===== src/rtl/cvxif_reg_buffer.sv =====
// rtl/cvxif_reg_buffer.sv - append-register bank with status flags and in-order valid/ready drain port
// Optional feature macro: CVXIF_REG_BUFFER_WRAP_EN (overwrite oldest entry when full, drain from oldest)
module cvxif_reg_buffer #(
    parameter  int NB_REGS     = 150,
    parameter  int REG_WIDTH   = 9,
    parameter  int OUT_WIDTH   = 16,
    parameter  int SIGNED_REGS = 0,
    localparam int PTR_W       = $clog2(NB_REGS + 1)
) (
    input  logic                               clk_i,
    input  logic                               rst_i,
    input  logic                               dump_i,
    input  logic                               we_i,
    input  logic [REG_WIDTH-1:0]               wb_data_i,
    input  logic                               drain_i,
    output logic                               rd_valid_o,
    input  logic                               rd_ready_i,
    output logic [OUT_WIDTH-1:0]               rd_data_o,
    output logic                               rd_last_o,
    output logic                               busy_o,
    output logic [PTR_W-1:0]                   count_o,
    output logic                               full_o,
    output logic                               overflow_o,
    output logic [NB_REGS-1:0][REG_WIDTH-1:0]  regs_o
);

    localparam int               IDX_W    = $clog2(NB_REGS);
    localparam logic [PTR_W-1:0] NB_P     = PTR_W'(NB_REGS);
    localparam logic [PTR_W-1:0] LAST_IDX = PTR_W'(NB_REGS - 1);

    typedef enum logic {IDLE, DRAIN} state_t;

    state_t                 state_q, state_d;
    logic [REG_WIDTH-1:0]   mem_q [NB_REGS];
    logic [PTR_W-1:0]       wr_ptr_q, wr_ptr_nxt, count_q;
    logic [PTR_W-1:0]       rd_ptr_q, rd_idx_q, drain_len_q, start_idx;
    logic                   overflow_q;
    logic                   full, start_drain, handshake, last_beat;

    // Sign- or zero-extend one stored entry to the drain width
    function automatic logic [OUT_WIDTH-1:0] extend(input logic [REG_WIDTH-1:0] v);
        logic [OUT_WIDTH-1:0] r;
        r = '0;
        for (int i = 0; i < OUT_WIDTH; i++) begin
            if (i < REG_WIDTH)
                r[i] = v[i];
            else
                r[i] = (SIGNED_REGS != 0) ? v[REG_WIDTH-1] : 1'b0;
        end
        return r;
    endfunction

    assign full        = (count_q == NB_P);
    assign start_drain = (state_q == IDLE) && drain_i && (count_q != '0) && !dump_i;
    assign handshake   = (state_q == DRAIN) && rd_ready_i;
    assign last_beat   = (rd_ptr_q == drain_len_q - PTR_W'(1));

`ifdef CVXIF_REG_BUFFER_WRAP_EN
    // Once the bank has wrapped, wr_ptr points at the oldest entry
    assign wr_ptr_nxt = (wr_ptr_q == LAST_IDX) ? '0 : wr_ptr_q + PTR_W'(1);
    assign start_idx  = full ? wr_ptr_q : '0;
`else
    assign wr_ptr_nxt = wr_ptr_q + PTR_W'(1);
    assign start_idx  = '0;
`endif

    // FSM state register
    always_ff @(posedge clk_i or posedge rst_i) begin
        if (rst_i) state_q <= IDLE;
        else       state_q <= state_d;
    end

    // FSM next state: dump aborts a drain, last accepted beat ends it
    always_comb begin
        state_d = state_q;
        case (state_q)
            IDLE:    if (start_drain) state_d = DRAIN;
            DRAIN:   if (dump_i || (handshake && last_beat)) state_d = IDLE;
            default: state_d = IDLE;
        endcase
    end

    // FSM outputs: drain data is presented straight from the bank at the read index
    always_comb begin
        rd_valid_o = (state_q == DRAIN);
        busy_o     = (state_q == DRAIN);
        rd_last_o  = (state_q == DRAIN) && last_beat;
        rd_data_o  = (state_q == DRAIN) ? extend(mem_q[rd_idx_q[IDX_W-1:0]]) : '0;
    end

    // Append path: entries, write pointer, occupancy and sticky overflow
    always_ff @(posedge clk_i or posedge rst_i) begin
        if (rst_i) begin
            for (int i = 0; i < NB_REGS; i++) mem_q[i] <= '0;
            wr_ptr_q   <= '0;
            count_q    <= '0;
            overflow_q <= 1'b0;
        end else if (dump_i) begin
            for (int i = 0; i < NB_REGS; i++) mem_q[i] <= '0;
            wr_ptr_q   <= '0;
            count_q    <= '0;
            overflow_q <= 1'b0;
        end else if (we_i) begin
            if (!full) begin
                mem_q[wr_ptr_q[IDX_W-1:0]] <= wb_data_i;
                wr_ptr_q <= wr_ptr_nxt;
                count_q  <= count_q + PTR_W'(1);
            end else begin
`ifdef CVXIF_REG_BUFFER_WRAP_EN
                mem_q[wr_ptr_q[IDX_W-1:0]] <= wb_data_i;
                wr_ptr_q <= wr_ptr_nxt;
`endif
                overflow_q <= 1'b1;
            end
        end
    end

    // Drain path: beat counter, wrapping read index and length latched at start
    always_ff @(posedge clk_i or posedge rst_i) begin
        if (rst_i) begin
            rd_ptr_q    <= '0;
            rd_idx_q    <= '0;
            drain_len_q <= '0;
        end else if (dump_i) begin
            rd_ptr_q    <= '0;
            rd_idx_q    <= '0;
            drain_len_q <= '0;
        end else if (start_drain) begin
            rd_ptr_q    <= '0;
            rd_idx_q    <= start_idx;
            drain_len_q <= count_q;
        end else if (handshake) begin
            rd_ptr_q <= rd_ptr_q + PTR_W'(1);
            rd_idx_q <= (rd_idx_q == LAST_IDX) ? '0 : rd_idx_q + PTR_W'(1);
        end
    end

    assign count_o    = count_q;
    assign full_o     = full;
    assign overflow_o = overflow_q;

    // Parallel view of the whole bank
    for (genvar g = 0; g < NB_REGS; g++) begin : g_regs
        assign regs_o[g] = mem_q[g];
    end

endmodule


===== config.mk =====
export PLATFORM = sky130hd
export DESIGN_NAME = cvxif_reg_buffer
export DESIGN_NICKNAME = d
export VERILOG_FILES = /design/src/rtl/cvxif_reg_buffer.sv
export SDC_FILE = /design/constraint.sdc
export NUM_CORES = 2
export LEC_CHECK = 0
export CAP_MARGIN = 20
export CORE_AREA = 10 10 531 533
export CTS_BUF_LIST = sky130_fd_sc_hd__clkbuf_8
export DETAILED_ROUTE_END_ITERATION = 10
export DIE_AREA = 0 0 541 543
export GPL_TIMING_DRIVEN = 0
export PLACE_DENSITY = 0.48
export RECOVER_POWER = 50
export SLEW_MARGIN = 20
export SYNTH_ARGS = -nofsm -noshare
export SYNTH_HDL_FRONTEND = slang
export SYNTH_SLANG_ARGS = --single-unit

===== constraint.sdc =====
create_clock -name clk_i -period 68.2 [get_ports clk_i]
set_input_delay 10.23 -clock clk_i [delete_from_list [all_inputs] [get_ports clk_i]]
set_output_delay 10.23 -clock clk_i [all_outputs]
set_load 0.005 [all_outputs]

==> results.tsv <==
stage	metric	value	unit
status	status	finished with violations	
status	failing checks	max-capacitance violations, max-slew violations	
placed_design	half-perimeter wire length after placement	491	mm
finish	fin nets	8843	
power	pwr dens	20.1	nW/µm²
die	die footprint	294000	µm²
finish	combined area of the multi-input logic cells	30700	µm²
clock_tree	Hold Buf Count CTS	0	
die	Die X	541	µm
sta	Final Skew	0.0554	ns
critical_path	R2R setup slack	62.94	ns
sta	Final setup viols	0	
power	clock group share of total power	0.481	
power	Max IR drop VDD	0.0000216	V
die	effective utilization at floorplan	0.253	
routing	DR pass1 iterations	9	
clock_tree	Worst-path clk slew	0.06	ns
global_routing	initial antenna violation count	69	
synth	Most used DFF post-synth	dfrtp_1	
clock_tree	post-CTS setup buffers	0	
sta	maximum clock frequency	33.8	MHz
critical_path	Slowest-stage cell, CP	clkbuf_1	
global_routing	vias in the first global route	70200	
job	max-cap viol count	18	
critical_path	CP startpoint kind	input port	
synth	top cell type's share of synthesized area	0.508	
power	Logic pwr share	0.083	
global_routing	first-pass GRT wire length	781	mm
sta	Hold Vio Cnt, Final	0	
global_routing	pin count of the biggest net entering global routing	100	
die	core footprint	271000	µm²
routing	# DRC	0	
critical_path	CP bufs+invs	7	
critical_path	worst path arrival time	29.69	ns
clock_tree	CTS tree	built	
hold_path	Worst Hold Class	flop to flop	
power	Power, Total	1.90	mW
power	static leakage	38.4	nW
sta	Final Max Tran Viols	1335	
clock_tree	CTS max path bufs	4	
critical_path	crit path from	rst_i	
hold_path	min-delay src	overflow_o$_DFFE_PP0P_	
critical_path	Critical Path RT	68.27	ns
critical_path	critical path class	input port to async pin	
synth	mux cell area share after synthesis	0.152	
synth	Synth Area in Compound Gates	0.113	
clock_tree	Root Buffer	clkbuf_8	
critical_path	Crit path largest cell delay	3.99	ns
routing	WL per Instance	49.4	µm
synth	xor and xnor fraction of the mapped netlist area	0.00384	
synth	leading post-synthesis cells by cell area	dfrtp_1, mux4_2, nand2_1	
critical_path	worst-path cell chain	dlygate4sd3_1 > inv_8 > clkbuf_1 > clkbuf_1 > clkbuf_1 > clkbuf_1 > clkbuf_1	
critical_path	most frequent CP cell	clkbuf_1	
synth	Yosys cell types	74	
synth	adder-cell area share of the yosys netlist	0.00201	
die	row cnt	191	
sta	fin crit share	0.434	
global_routing	total track usage	0.406	
power	sw power	0.564	mW
sta	setup_tns	0	ns
die	Top Ports	1394	
routing	post-route ant nets	0	
critical_path	end of the critical path	regs_o[1128]$_DFFE_PP0P_	
routing	vias per cell	6.02	
finish	register area	34800	µm²
synth	Post-Syn Instances	7034	
finish	filler instances	27600	
routing	Vias	76200	
placed_design	I/O Buffers	1376	
clock_tree	htree depth	5	
sta	Max-slew headroom	-2.81	
critical_path	worst flop-to-flop path endpoint	rd_idx_q[6]$_DFFE_PP0P_	
routing	first-iteration detailed-routing DRC count	11600	
synth	FFs w/ async S/R, synth	1.00	
clock_tree	clk sink count	1392	
synth	Post-Synth Simple-Gate Area	0.175	
critical_path	maximum fanout along the worst path	97	
power	sequential power share	0.436	
clock_tree	post-CTS sizing	0	
sta	unrepaired setup endpoints after global routing	no	
sta	crit path time final	29.62	ns
power	P_int	1.34	mW
clock_tree	total clock buffers created by CTS	293	
critical_path	FF-to-FF path depth	9	
synth	Ys Warns	0	
power	Net Sw Frac	0.296	
synth	#FFs+latches synth	1392	
synth	Post-Syn Area	68500	µm²
clock_tree	clock latency on the worst-skew pair	1.12	ns
synth	sequential share of the synthesized area	0.508	
synth	Yosys top cell by area	dfrtp_1	
die	Die Y-Extent	543	µm
synth	largest family of logic cells by synthesized area	simple AND/OR/NAND/NOR gates	
synth	most frequent cell after synthesis	nand2_1	
finish	Area Overhead vs Synth	38.3	%
routing	Routed WL	625	mm
placed_design	RD Place Congestion	0.999	
critical_path	Critical Path Stages	7	
synth	Post-synth EDFFs	0	
synth	mean area per synthesized cell	9.74	µm²
critical_path	CP Capture Type	async pin	
critical_path	Crit Reg-Reg Startpoint	rd_idx_q[1]$_DFFE_PP0P_	
finish	share of layout cells above drive strength 1	0.121	
sta	worst slew pin tran	5.71	ns
critical_path	Top Family by Delay on Critical Path	buffers and inverters	
global_routing	remaining global-route overflow	0	
synth	most common library cells after synthesis	nand2_1, dfrtp_1, a21oi_1	
==> flip-flops by register name (all words and copies together), names as in the netlist <==
register     cells
overflow_o       1
rd_ptr_q         8
regs_o        1350
drain_len_q      8
busy_o           1
rd_idx_q         8
count_o          8
wr_ptr_q         8
==> how the worst min path moves through the flow <==
| stage | cells after the start | slack, ns | endpoint |
|---|---|---|---|
| 2_1_floorplan | 1 | 0.45 | rd_idx_q[7]$_DFFE_PP0P_ |
| 3_3_place_gp | 2 | 0.48 | overflow_o$_DFFE_PP0P_ |
| 3_5_place_dp | 2 | 0.49 | overflow_o$_DFFE_PP0P_ |
| 4_1_cts | 2 | 0.51 | overflow_o$_DFFE_PP0P_ |
| 5_1_grt | 1 | 0.53 | rd_idx_q[7]$_DFFE_PP0P_ |
| 6_report | 2 | 0.50 | overflow_o$_DFFE_PP0P_ |
==> logic make-up (layout without fill, tap and decap cells) <==
logic type	count (synthesis)	in the layout
fa+ha+maj	11	11
mux	615	615
compound gates	1433	1433
simple gates	2853	2853
buf+inv	699	2665
flops	1392	1392
xor+xnor	30	30
other cells	1	87
==> metrics by stage <==
stage	hold WS (ns)	std cells	util	setup WS (ns)	area [µm²]
final	0.498	12700	0.350	38.58	94800
after global placement	0.479	12000	0.321	-1.40	86800
after global routing	0.533	12600	0.350	35.50	94600
after detailed placement	0.492	12100	0.331	50.85	89400
after floorplan	0.453	7040	-	18.72	68500
after CTS	0.509	12600	0.351	49.73	95000
==> routing by layer <==
metal | track usage | share of wire
met1 | 0.462 | 0.35
met2 | 0.584 | 0.42
met3 | 0.205 | 0.14
met4 | 0.292 | 0.088
met5 | 0.0143 | 0.0016
==> worst reg2reg max path, delay by kind of cell (launching register included) <==
family | cells | cell delay (ns)
compound gates | 1 | 0.44
simple gates | 2 | 0.42
fa+ha+maj | 1 | 0.23
flops | 1 | 0.35
buf+inv | 5 | 3.67
==> power by group through the flow <==
| stage | combinational (mW) | clock, mW | sequential [mW] |
|---|---|---|---|
| 2_1_floorplan | 0.0591 | 0 | 0.845 |
| 3_3_place_gp | 0.142 | 0 | 0.848 |
| 3_5_place_dp | 0.153 | 0 | 0.844 |
| 4_1_cts | 0.154 | 0.913 | 0.830 |
| 5_1_grt | 0.156 | 0.948 | 0.830 |
| 6_report | 0.157 | 0.915 | 0.830 |
==> cell type report <==
cell class / count / area share
antenna: 80 / 0.00211
buffer: 685 / 0.0342
clock buffer: 357 / 0.0518
clock inverter: 127 / 0.00700
inverter: 14 / 0.000634
multi-input combinational: 4949 / 0.324
sequential: 1392 / 0.368
tap: 3570 / 0.0471
timing repair buffer: 1482 / 0.166
==> cells in the final DEF, fill, tap and decap left out, types with 17 or more instances in the layout <==
cell type | synthesis | layout
diode_2 | 0 | 80
a21oi_1 | 1171 | 1171
buf_2 | 75 | 101
clkdlybuf4s50_1 | 0 | 1148
buf_12 | 3 | 49
clkbuf_1 | 458 | 390
and2_1 | 17 | 17
a22oi_1 | 63 | 63
o21ai_0 | 83 | 74
inv_1 | 14 | 103
buf_16 | 0 | 31
dfrtp_1 | 1392 | 1392
buf_1 | 87 | 55
nand3_1 | 775 | 775
clkbuf_8 | 0 | 357
a22o_1 | 22 | 22
dlygate4sd3_1 | 1 | 229
mux2i_1 | 277 | 277
buf_6 | 19 | 20
clkbuf_2 | 1 | 85
clkinv_2 | 0 | 19
mux4_1 | 24 | 24
buf_4 | 32 | 43
nor2_1 | 315 | 310
nand2_1 | 1634 | 1634
mux4_2 | 302 | 302
nor3_1 | 27 | 21
No activity file was read; power rests on OpenSTA's default activity.
